## config.mk

```make
export PLATFORM = sky130hd
export DESIGN_NAME = spi_slave_gen
export DESIGN_NICKNAME = d
export VERILOG_FILES = /design/src/rtl/spi_slave_gen.sv
export SDC_FILE = /design/constraint.sdc
export NUM_CORES = 1
export LEC_CHECK = 0
export ABC_AREA = 1
export BUFFER_PORTS_ARGS = -buffer_cell sky130_fd_sc_hd__buf_4
export CORE_ASPECT_RATIO = 0.7
export CORE_MARGIN = 2
export CORE_UTILIZATION = 25
export CTS_BUF_LIST = sky130_fd_sc_hd__clkbuf_8
export DETAILED_ROUTE_END_ITERATION = 7
export SETUP_SLACK_MARGIN = 0.5
export SLEW_MARGIN = 20
export SYNTH_ARGS = -nofsm -noshare
export SYNTH_HDL_FRONTEND = slang
export SYNTH_SLANG_ARGS = --single-unit
```

## constraint.sdc

```tcl
create_clock -name clk -period 1.43 [get_ports clk]
set_input_delay 0.2145 -clock clk [delete_from_list [all_inputs] [get_ports clk]]
set_output_delay 0.2145 -clock clk [all_outputs]
set_load 0.005 [all_outputs]
```

## src/rtl/spi_slave_gen.sv

```systemverilog
// SPI slave front-end: deserialises {cmd, data} frames from MOSI and serialises RAM read data on MISO.
// rx_valid pulses one cycle after the last frame bit; SS_n release mid-frame aborts with a frame_err pulse.
module spi_slave_gen #(
  parameter int DATA_W    = 8,
  parameter bit MSB_FIRST = 1'b1
) (
  input  logic              clk,
  input  logic              rst,
  input  logic              SS_n,
  input  logic              MOSI,
  input  logic [DATA_W-1:0] tx_data,
  input  logic              tx_valid,
  output logic              MISO,
  output logic [DATA_W+1:0] rx_data,
  output logic              rx_valid,
  output logic              busy,
  output logic              frame_err
);

  localparam int FRAME_W = DATA_W + 2;
  localparam int CW      = $clog2(FRAME_W + 1);

  typedef enum logic [2:0] {
    IDLE, CHK_CMD, WRITE, RD_ADDR, RD_DATA, RD_WAIT, RD_TX, DONE
  } state_t;

  state_t               state_q, state_d;
  logic [CW-1:0]        cnt_q, cnt_d;
  logic [FRAME_W-1:0]   shift_q, shift_d;
  logic [DATA_W-1:0]    tx_q, tx_d;
  logic                 miso_q, miso_d;
  logic [FRAME_W-1:0]   rx_data_q, rx_data_d;
  logic                 rx_valid_q, rx_valid_d;
  logic                 frame_err_q, frame_err_d;
  logic                 pend_q, pend_d;

  logic [FRAME_W-1:0]   word_in;
  logic                 tx_first, tx_next;
  logic [DATA_W-1:0]    tx_load, tx_shift;

  assign word_in  = MSB_FIRST ? {shift_q[FRAME_W-2:0], MOSI} : {MOSI, shift_q[FRAME_W-1:1]};
  assign tx_first = MSB_FIRST ? tx_data[DATA_W-1] : tx_data[0];
  assign tx_load  = MSB_FIRST ? {tx_data[DATA_W-2:0], 1'b0} : {1'b0, tx_data[DATA_W-1:1]};
  assign tx_next  = MSB_FIRST ? tx_q[DATA_W-1] : tx_q[0];
  assign tx_shift = MSB_FIRST ? {tx_q[DATA_W-2:0], 1'b0} : {1'b0, tx_q[DATA_W-1:1]};

  always_comb begin
    state_d     = state_q;
    cnt_d       = cnt_q;
    shift_d     = shift_q;
    tx_d        = tx_q;
    miso_d      = miso_q;
    rx_data_d   = rx_data_q;
    rx_valid_d  = 1'b0;
    frame_err_d = 1'b0;
    pend_d      = pend_q;
    case (state_q)
      IDLE: begin
        miso_d = 1'b0;
        if (!SS_n) state_d = CHK_CMD;
      end
      CHK_CMD: begin
        cnt_d   = '0;
        shift_d = '0;
        if (SS_n)        state_d = IDLE;
        else if (!MOSI)  state_d = WRITE;
        else if (pend_q) state_d = RD_DATA;
        else             state_d = RD_ADDR;
      end
      WRITE, RD_ADDR, RD_DATA: begin
        // The final bit is accepted even when SS_n rises on the same edge.
        if (cnt_q == CW'(FRAME_W - 1)) begin
          shift_d    = word_in;
          cnt_d      = CW'(FRAME_W);
          rx_data_d  = word_in;
          rx_valid_d = 1'b1;
          if (state_q == RD_ADDR) pend_d = 1'b1;
          if (SS_n)                    state_d = IDLE;
          else if (state_q == RD_DATA) state_d = RD_WAIT;
          else                         state_d = DONE;
        end else if (SS_n) begin
          state_d     = IDLE;
          miso_d      = 1'b0;
          frame_err_d = (cnt_q != '0);
        end else begin
          shift_d = word_in;
          cnt_d   = cnt_q + CW'(1);
        end
      end
      RD_WAIT: begin
        if (SS_n) begin
          state_d     = IDLE;
          miso_d      = 1'b0;
          frame_err_d = 1'b1;
        end else if (tx_valid) begin
          tx_d    = tx_load;
          miso_d  = tx_first;
          cnt_d   = CW'(1);
          state_d = RD_TX;
        end
      end
      RD_TX: begin
        // cnt_q counts bits already presented on MISO.
        if (SS_n) begin
          state_d     = IDLE;
          miso_d      = 1'b0;
          frame_err_d = 1'b1;
        end else if (cnt_q == CW'(DATA_W)) begin
          miso_d  = 1'b0;
          pend_d  = 1'b0;
          state_d = DONE;
        end else begin
          miso_d = tx_next;
          tx_d   = tx_shift;
          cnt_d  = cnt_q + CW'(1);
        end
      end
      DONE: begin
        miso_d = 1'b0;
        if (SS_n) state_d = IDLE;
      end
      default: state_d = IDLE;
    endcase
  end

  always_ff @(posedge clk or posedge rst) begin
    if (rst) begin
      state_q     <= IDLE;
      cnt_q       <= '0;
      shift_q     <= '0;
      tx_q        <= '0;
      miso_q      <= 1'b0;
      rx_data_q   <= '0;
      rx_valid_q  <= 1'b0;
      frame_err_q <= 1'b0;
      pend_q      <= 1'b0;
    end else begin
      state_q     <= state_d;
      cnt_q       <= cnt_d;
      shift_q     <= shift_d;
      tx_q        <= tx_d;
      miso_q      <= miso_d;
      rx_data_q   <= rx_data_d;
      rx_valid_q  <= rx_valid_d;
      frame_err_q <= frame_err_d;
      pend_q      <= pend_d;
    end
  end

  assign MISO      = miso_q;
  assign rx_data   = rx_data_q;
  assign rx_valid  = rx_valid_q;
  assign frame_err = frame_err_q;
  assign busy      = (state_q != IDLE);

endmodule

```

==> impl_metrics.ini, run 1 <==
[worst_setup_path]
critPathTopFamily = simple AND/OR/NAND/NOR gates
cp_common_cell = nor2_4
cp_cell_sequence = buf_6 -> nor2_4 -> nor2_2 -> nor2_4 -> nand2_4 -> nand2_8 -> nand3_1 -> o21ai_1
worst-endpoint-required_ps = 1650
slowest_stage = dfrtp_2
cp_max_fo = 5
regToRegSetupSlack_ps = -10
endpoint_kind = flip-flop
start_kind = flip-flop
max_stage_delay_ps = 460
path_class = flip-flop to flip-flop
cp_num_buf_inv = 1
arrival_ps = 1670

[die]
io_pins = 27
start_util_pct = 26.3
core_area_um2 = 7450
dieWidth_um = 110
row_count = 26
die_area_um2 = 8560
die_h_um = 78

[grt]
track_usage_pct = 12.8
grt_remaining_overflow = 0
top_usage_layer = met1
grt_pass1_vias = 1788
grt.met2_usage_pct = 18.3
grt_pass1_wl_um = 8670
met1_usage_pct = 19.2
grt_start_max_net_pins = 21
antenna_found_initial = 0
grtUsageMet3_pct = 3.03

[placed_design]
dp_hpwl_um = 3410
dp_slack_ps = -34.2
portBuffers = 26
placed_cell_area_um2 = 2440
globalplace.congestion = 0.926

[sta]
hold_ws_ps = -71.9
timing.final.crit_period_ps = 1440
fmax_mhz = 693
setup_ws_ps = -14.0
tightest_slew_ps = 467
hold_violations = 18
drv_slew = 0
clock_skew_ps = 14.5
setup-violations-final = 7
max_slew_margin_pct = 68.8
rsz0062_at_grt = true
timing.final.crit_share_pct = 101

[route]
dr.pass1.iters = 4
avgViaCountPerCell = 4.42
vias = 1922
post_drt_wl_per_cell_um = 12.4
drt_iter0_drc = 90
drtAntennaViolNets = 0
drc = 0
routed_wl_um = 5380

[finish]
utilization_pct = 42.3
area_delta_synth_final_pct = 61.2
fin_nets = 352
fillerInstances = 747
layout-drive-gt1-share_pct = 47.5
finalInstanceArea_um2 = 3150
antenna_cells = 0

[min_path]
min-delay-path-class = primary input to async pin

[logic_synthesis]
synth_simple_gate_area_share_pct = 29.8
syn_area_um2 = 1960
synth_compound_area_share_pct = 10.9
synth-warning-count = 0
muxShareOfSynthArea_pct = 0
ys_ff_latch = 37
synthAdderAreaFrac_pct = 1.92
ys_seq_area_share_pct = 47.3
synthXorXnorAreaFrac_pct = 0
yosysUniqueCellTypes = 24
synth_nets = 275
avgSynthCellArea_um2 = 7.55
synth_top_family_by_area = simple AND/OR/NAND/NOR gates
synthCells = 259

[clocking]
cts_buffers = 5
ctsHtreeMaxLevel = 2
tritoncts = done
clk_latency_ps = 300
clock-sinks = 37
cts.clk_slew.worst_paths_ps = 90
root_buffer = clkbuf_8
cts.path.max_buffers = 2

[power]
total_power_mw = 4.79
peakVddDrop_mv = 0.630
leakage_nw = 1.49
cellPowerDensity_nw_per_um2 = 1520

[outcome]
violations = negative hold slack, negative setup slack
status = complete, but fails checks

[run]
drv_cap = 0
[synthesized netlist by cell type (all sizes together)]
library cell | n | area, um2
nor2 | 19 | 106
inv | 40 | 150
a21oi | 3 | 15.0
nand3 | 24 | 125
clkbuf | 1 | 3.75
a31oi | 1 | 6.26
buf | 5 | 40.0
dfrtp | 37 | 926
a21boi | 1 | 7.51
nand4 | 3 | 18.8
clkinv | 1 | 3.75
nand2 | 85 | 332
o21ai | 36 | 184
ha | 3 | 37.5
[placed cells by master (no fill, tap or decap)]
| cell type | count |
|---|---|
| a21boi_1 | 1 |
| a21oi_1 | 3 |
| a31oi_2 | 1 |
| buf_12 | 2 |
| buf_4 | 44 |
| buf_6 | 24 |
| buf_8 | 1 |
| bufinv_16 | 1 |
| clkbuf_16 | 1 |
| clkbuf_8 | 5 |
| clkinv_1 | 1 |
| clkinv_4 | 1 |
| clkinvlp_4 | 3 |
| dfrtp_1 | 33 |
| dfrtp_2 | 4 |
| ha_1 | 1 |
| ha_4 | 2 |
| inv_1 | 28 |
| inv_2 | 9 |
| inv_4 | 1 |
| inv_6 | 1 |
| inv_8 | 1 |
| nand2_1 | 59 |
| nand2_2 | 22 |
| nand2_4 | 4 |
| nand2_8 | 2 |
| nand3_1 | 11 |
| nand3_2 | 10 |
| nand3_4 | 3 |
| nand4_1 | 3 |
| nor2_1 | 8 |
| nor2_2 | 2 |
| nor2_4 | 9 |
| o21ai_0 | 7 |
| o21ai_1 | 22 |
| o21ai_2 | 7 |
[power by group]
part / internal [mW] / switching (mW) / total [mW]
registers: 1.24 / 0.150 / 1.39
logic: 1.09 / 1.37 / 2.46
clock network: 0.523 / 0.422 / 0.944
[flip-flops by register name, summed over array words and instances (netlist names)]
name,flops
rx_data,10
MISO,1
rx_valid,1
shift_q,9
tx_q,7
state_q,3
frame_err,1
pend_q,1
cnt_q,4
[cell families after synthesis]
logic type | Yosys count
AO/OA/AOI/OAI | 41
adder cells (fa/ha/maj) | 3
buffers and inverters | 47
flip-flops | 37
AND/OR/NAND/NOR | 131
[layer usage]
metal	vias to the layer above	routed length [um]
met2	43	2350
met1	902	2720
li1	973	-
met4	0	34
met3	4	274
met5	-	0
[through the flow]
stage / hold WS [ps] / cells / TNS [ps]
finish: -71.9 / 435 / -51.2
detailed placement: 268 / 394 / -161
floorplan: 174 / 259 / 0
global placement: 267 / 394 / 0
CTS: -57.4 / 423 / 0
global route: -44.3 / 435 / -1490
[worst reg2reg max path: stages (launching register included)]
cell     delay [ps]
dfrtp_2         460
buf_6           140
nor2_4          130
nor2_2           60
nor2_4          140
nand2_4         140
nand2_8         120
nand3_1          90
o21ai_1          90
[area by class of cell]
| class | count | area (um2) | area share (%) |
|---|---|---|---|
| multi-input cells | 177 | 1120 | 35.5 |
| inverters | 41 | 165 | 5.24 |
| clock buffers | 5 | 68.8 | 2.18 |
| repair inverters | 2 | 18.8 | 0.595 |
| well taps | 98 | 123 | 3.89 |
| clock inverters | 3 | 46.3 | 1.47 |
| repair buffers | 72 | 681 | 21.6 |
| flip-flops and latches | 37 | 931 | 29.5 |
[timing repair]
action                                 4_1_cts  5_1_grt
buffers inserted                            18       10
endpoints found under the hold margin       18       18
pin swaps                                   14       21
gates resized for setup                     40       39
gates cloned                                 3        2
setup endpoints to repair                   51       51
[path summary, 6_finish.rpt]
| check | start | end | cells after the start |
|---|---|---|---|
| setup / recovery | state_q[1] | shift_q[1] | 8 |
| hold / removal | rst | MISO | 2 |
| setup reg to reg | state_q[1] | shift_q[1] | 8 |
| hold reg to reg | shift_q[7] | shift_q[8] | 2 |
| max in group asynchronous | rst | state_q[2] | 3 |
| min in group clk | MOSI | rx_data[0] | 3 |
Power figures use the tool's default switching activity.
==> inputs of run 2 (changes only) <==
--- a/config.mk
+++ b/config.mk
@@ -12,6 +12,7 @@
 export CORE_UTILIZATION = 25
 export CTS_BUF_LIST = sky130_fd_sc_hd__clkbuf_8
 export DETAILED_ROUTE_END_ITERATION = 7
+export RECOVER_POWER = 100
 export SETUP_SLACK_MARGIN = 0.5
 export SLEW_MARGIN = 20
 export SYNTH_ARGS = -nofsm -noshare
==> run 2 against run 1 <==
Effect of this change: the run ends with negative setup slack left; flip-flop and latch count stayed put; non-clock buffer count stayed put; global-route usage stayed put; setup slack worse by 1.5 ps; wire length hardly changed; first-iteration DRC count is 24% higher; hold slack better by 130 ps; critical path depth is 1 higher; die area stayed put; via count is 0.68% higher; combinational power hardly changed; total power is 0.20% lower; critical endpoint is now tx_q[1].
==> impl_metrics.ini, run 2 (synthesis gave the netlist of run 1 again) <==
[outcome]
status = complete, but fails checks
violations = negative setup slack

[die]
io_pins = 27
dieWidth_um = 110
start_util_pct = 26.3
die_h_um = 78
die_area_um2 = 8560
row_count = 26
core_area_um2 = 7450

[power]
leakage_nw = 1.43
cellPowerDensity_nw_per_um2 = 1540
total_power_mw = 4.78
peakVddDrop_mv = 0.631

[clocking]
ctsHtreeMaxLevel = 2
cts.path.max_buffers = 2
root_buffer = clkbuf_8
cts_buffers = 5
clock-sinks = 37
cts.clk_slew.worst_paths_ps = 90
clk_latency_ps = 300
tritoncts = done

[worst_setup_path]
endpoint_kind = flip-flop
cp_max_fo = 6
arrival_ps = 1620
path_class = flip-flop to flip-flop
worst-endpoint-required_ps = 1600
start_kind = flip-flop

[placed_design]
portBuffers = 26
dp_hpwl_um = 3410
dp_slack_ps = -34.2
globalplace.congestion = 0.926
placed_cell_area_um2 = 2440

[finish]
fin_nets = 352
largest_reg_flops = 10
layout-drive-gt1-share_pct = 43.0
antenna_cells = 0
area_delta_synth_final_pct = 59.2
fillerInstances = 749
utilization_pct = 41.8
finalInstanceArea_um2 = 3110
layout_common_cells = nand2_1 (59), buf_4 (41), dfrtp_1 (33), inv_1 (28)
mostFrequentLayoutCell = nand2_1

[sta]
setup-violations-final = 9
timing.final.crit_period_ps = 1450
rsz0062_at_grt = true
fmax_mhz = 692
tightest_slew_ps = 927
setup_ws_ps = -15.5
timing.final.crit_share_pct = 101
max_slew_margin_pct = 37.8
clock_skew_ps = 14.4
hold_ws_ps = 62.0
hold_violations = 0
drv_slew = 0

[route]
wl_met3_um = 282
drtAntennaViolNets = 0
dr.pass1.iters = 4
drt_iter0_drc = 112
drc = 0
route.met2.wl_um = 2360
vias = 1935
post_drt_wl_per_cell_um = 12.4
avgViaCountPerCell = 4.45
top_layer = met4
routed_wl_um = 5370
wl_met1_um = 2700

[grt]
grt_pass1_wl_um = 8670
grt_pass1_vias = 1788
antenna_found_initial = 0
grt_start_max_net_pins = 21
grt_remaining_overflow = 0
track_usage_pct = 12.8

[min_path]
min-delay-path-class = primary input to async pin

[run]
drv_cap = 0
-- run 2: cell type report --
cell class | count | area (um2) | share of cell area [%]
timing repair inverter | 2 | 18.8 | 0.603
multi-input combinational | 177 | 1120 | 35.9
timing repair buffer | 72 | 644 | 20.7
clock buffer | 5 | 68.8 | 2.21
sequential | 37 | 931 | 29.9
clock inverter | 3 | 46.3 | 1.49
tap | 98 | 123 | 3.94
inverter | 41 | 163 | 5.23
-- run 2: worst paths after layout --
check / start / end / slack [ps] / cells after the start
min: rst / MISO / 60 / 2
min in group clk: MOSI / rx_data[0] / 140 / 3
max: cnt_q[0] / tx_q[1] / -20 / 9
max reg2reg: cnt_q[0] / tx_q[1] / -20 / 9
max in group asynchronous: rst / state_q[2] / 410 / 3
min reg2reg: rx_data[7] / rx_data[7] / 500 / 2
-- run 2: timing repair --
action / CTS / global route
buffers inserted: 18 / 10
hold endpoints to repair: 18 / 18
pin swaps: 14 / 21
setup endpoints to repair: 51 / 51
resized for setup: 40 / 39
gates cloned: 3 / 2
-- run 2: critical path, cell delays in order, from the launching register on --
cell and delay (ps):
dfrtp_2 410, inv_2 60, ha_4 160, nand3_4 80
nand2_2 60, nand2_2 80, nand2_4 70, nor2_4 170
clkbuf_16 170, o21ai_1 50
-- run 2: per-stage QoR --
stage / std cells / setup TNS (ps)
after global placement: 394 / 0
final: 435 / -68.2
after CTS: 423 / 0
after detailed placement: 394 / -161
after global routing: 435 / -1490
after floorplan: 259 / 0
-- run 2: power breakdown --
group	internal [mW]	total [mW]	switching, mW
Clock	0.523	0.944	0.422
Sequential	1.24	1.39	0.149
Combinational	1.09	2.45	1.37
-- run 2: metal layers --
layer | vias up | track usage, %
li1 | 973 | -
met1 | 912 | 19.2
met2 | 46 | 18.3
met3 | 4 | 3.03
met4 | 0 | 3.29
met5 | - | 0
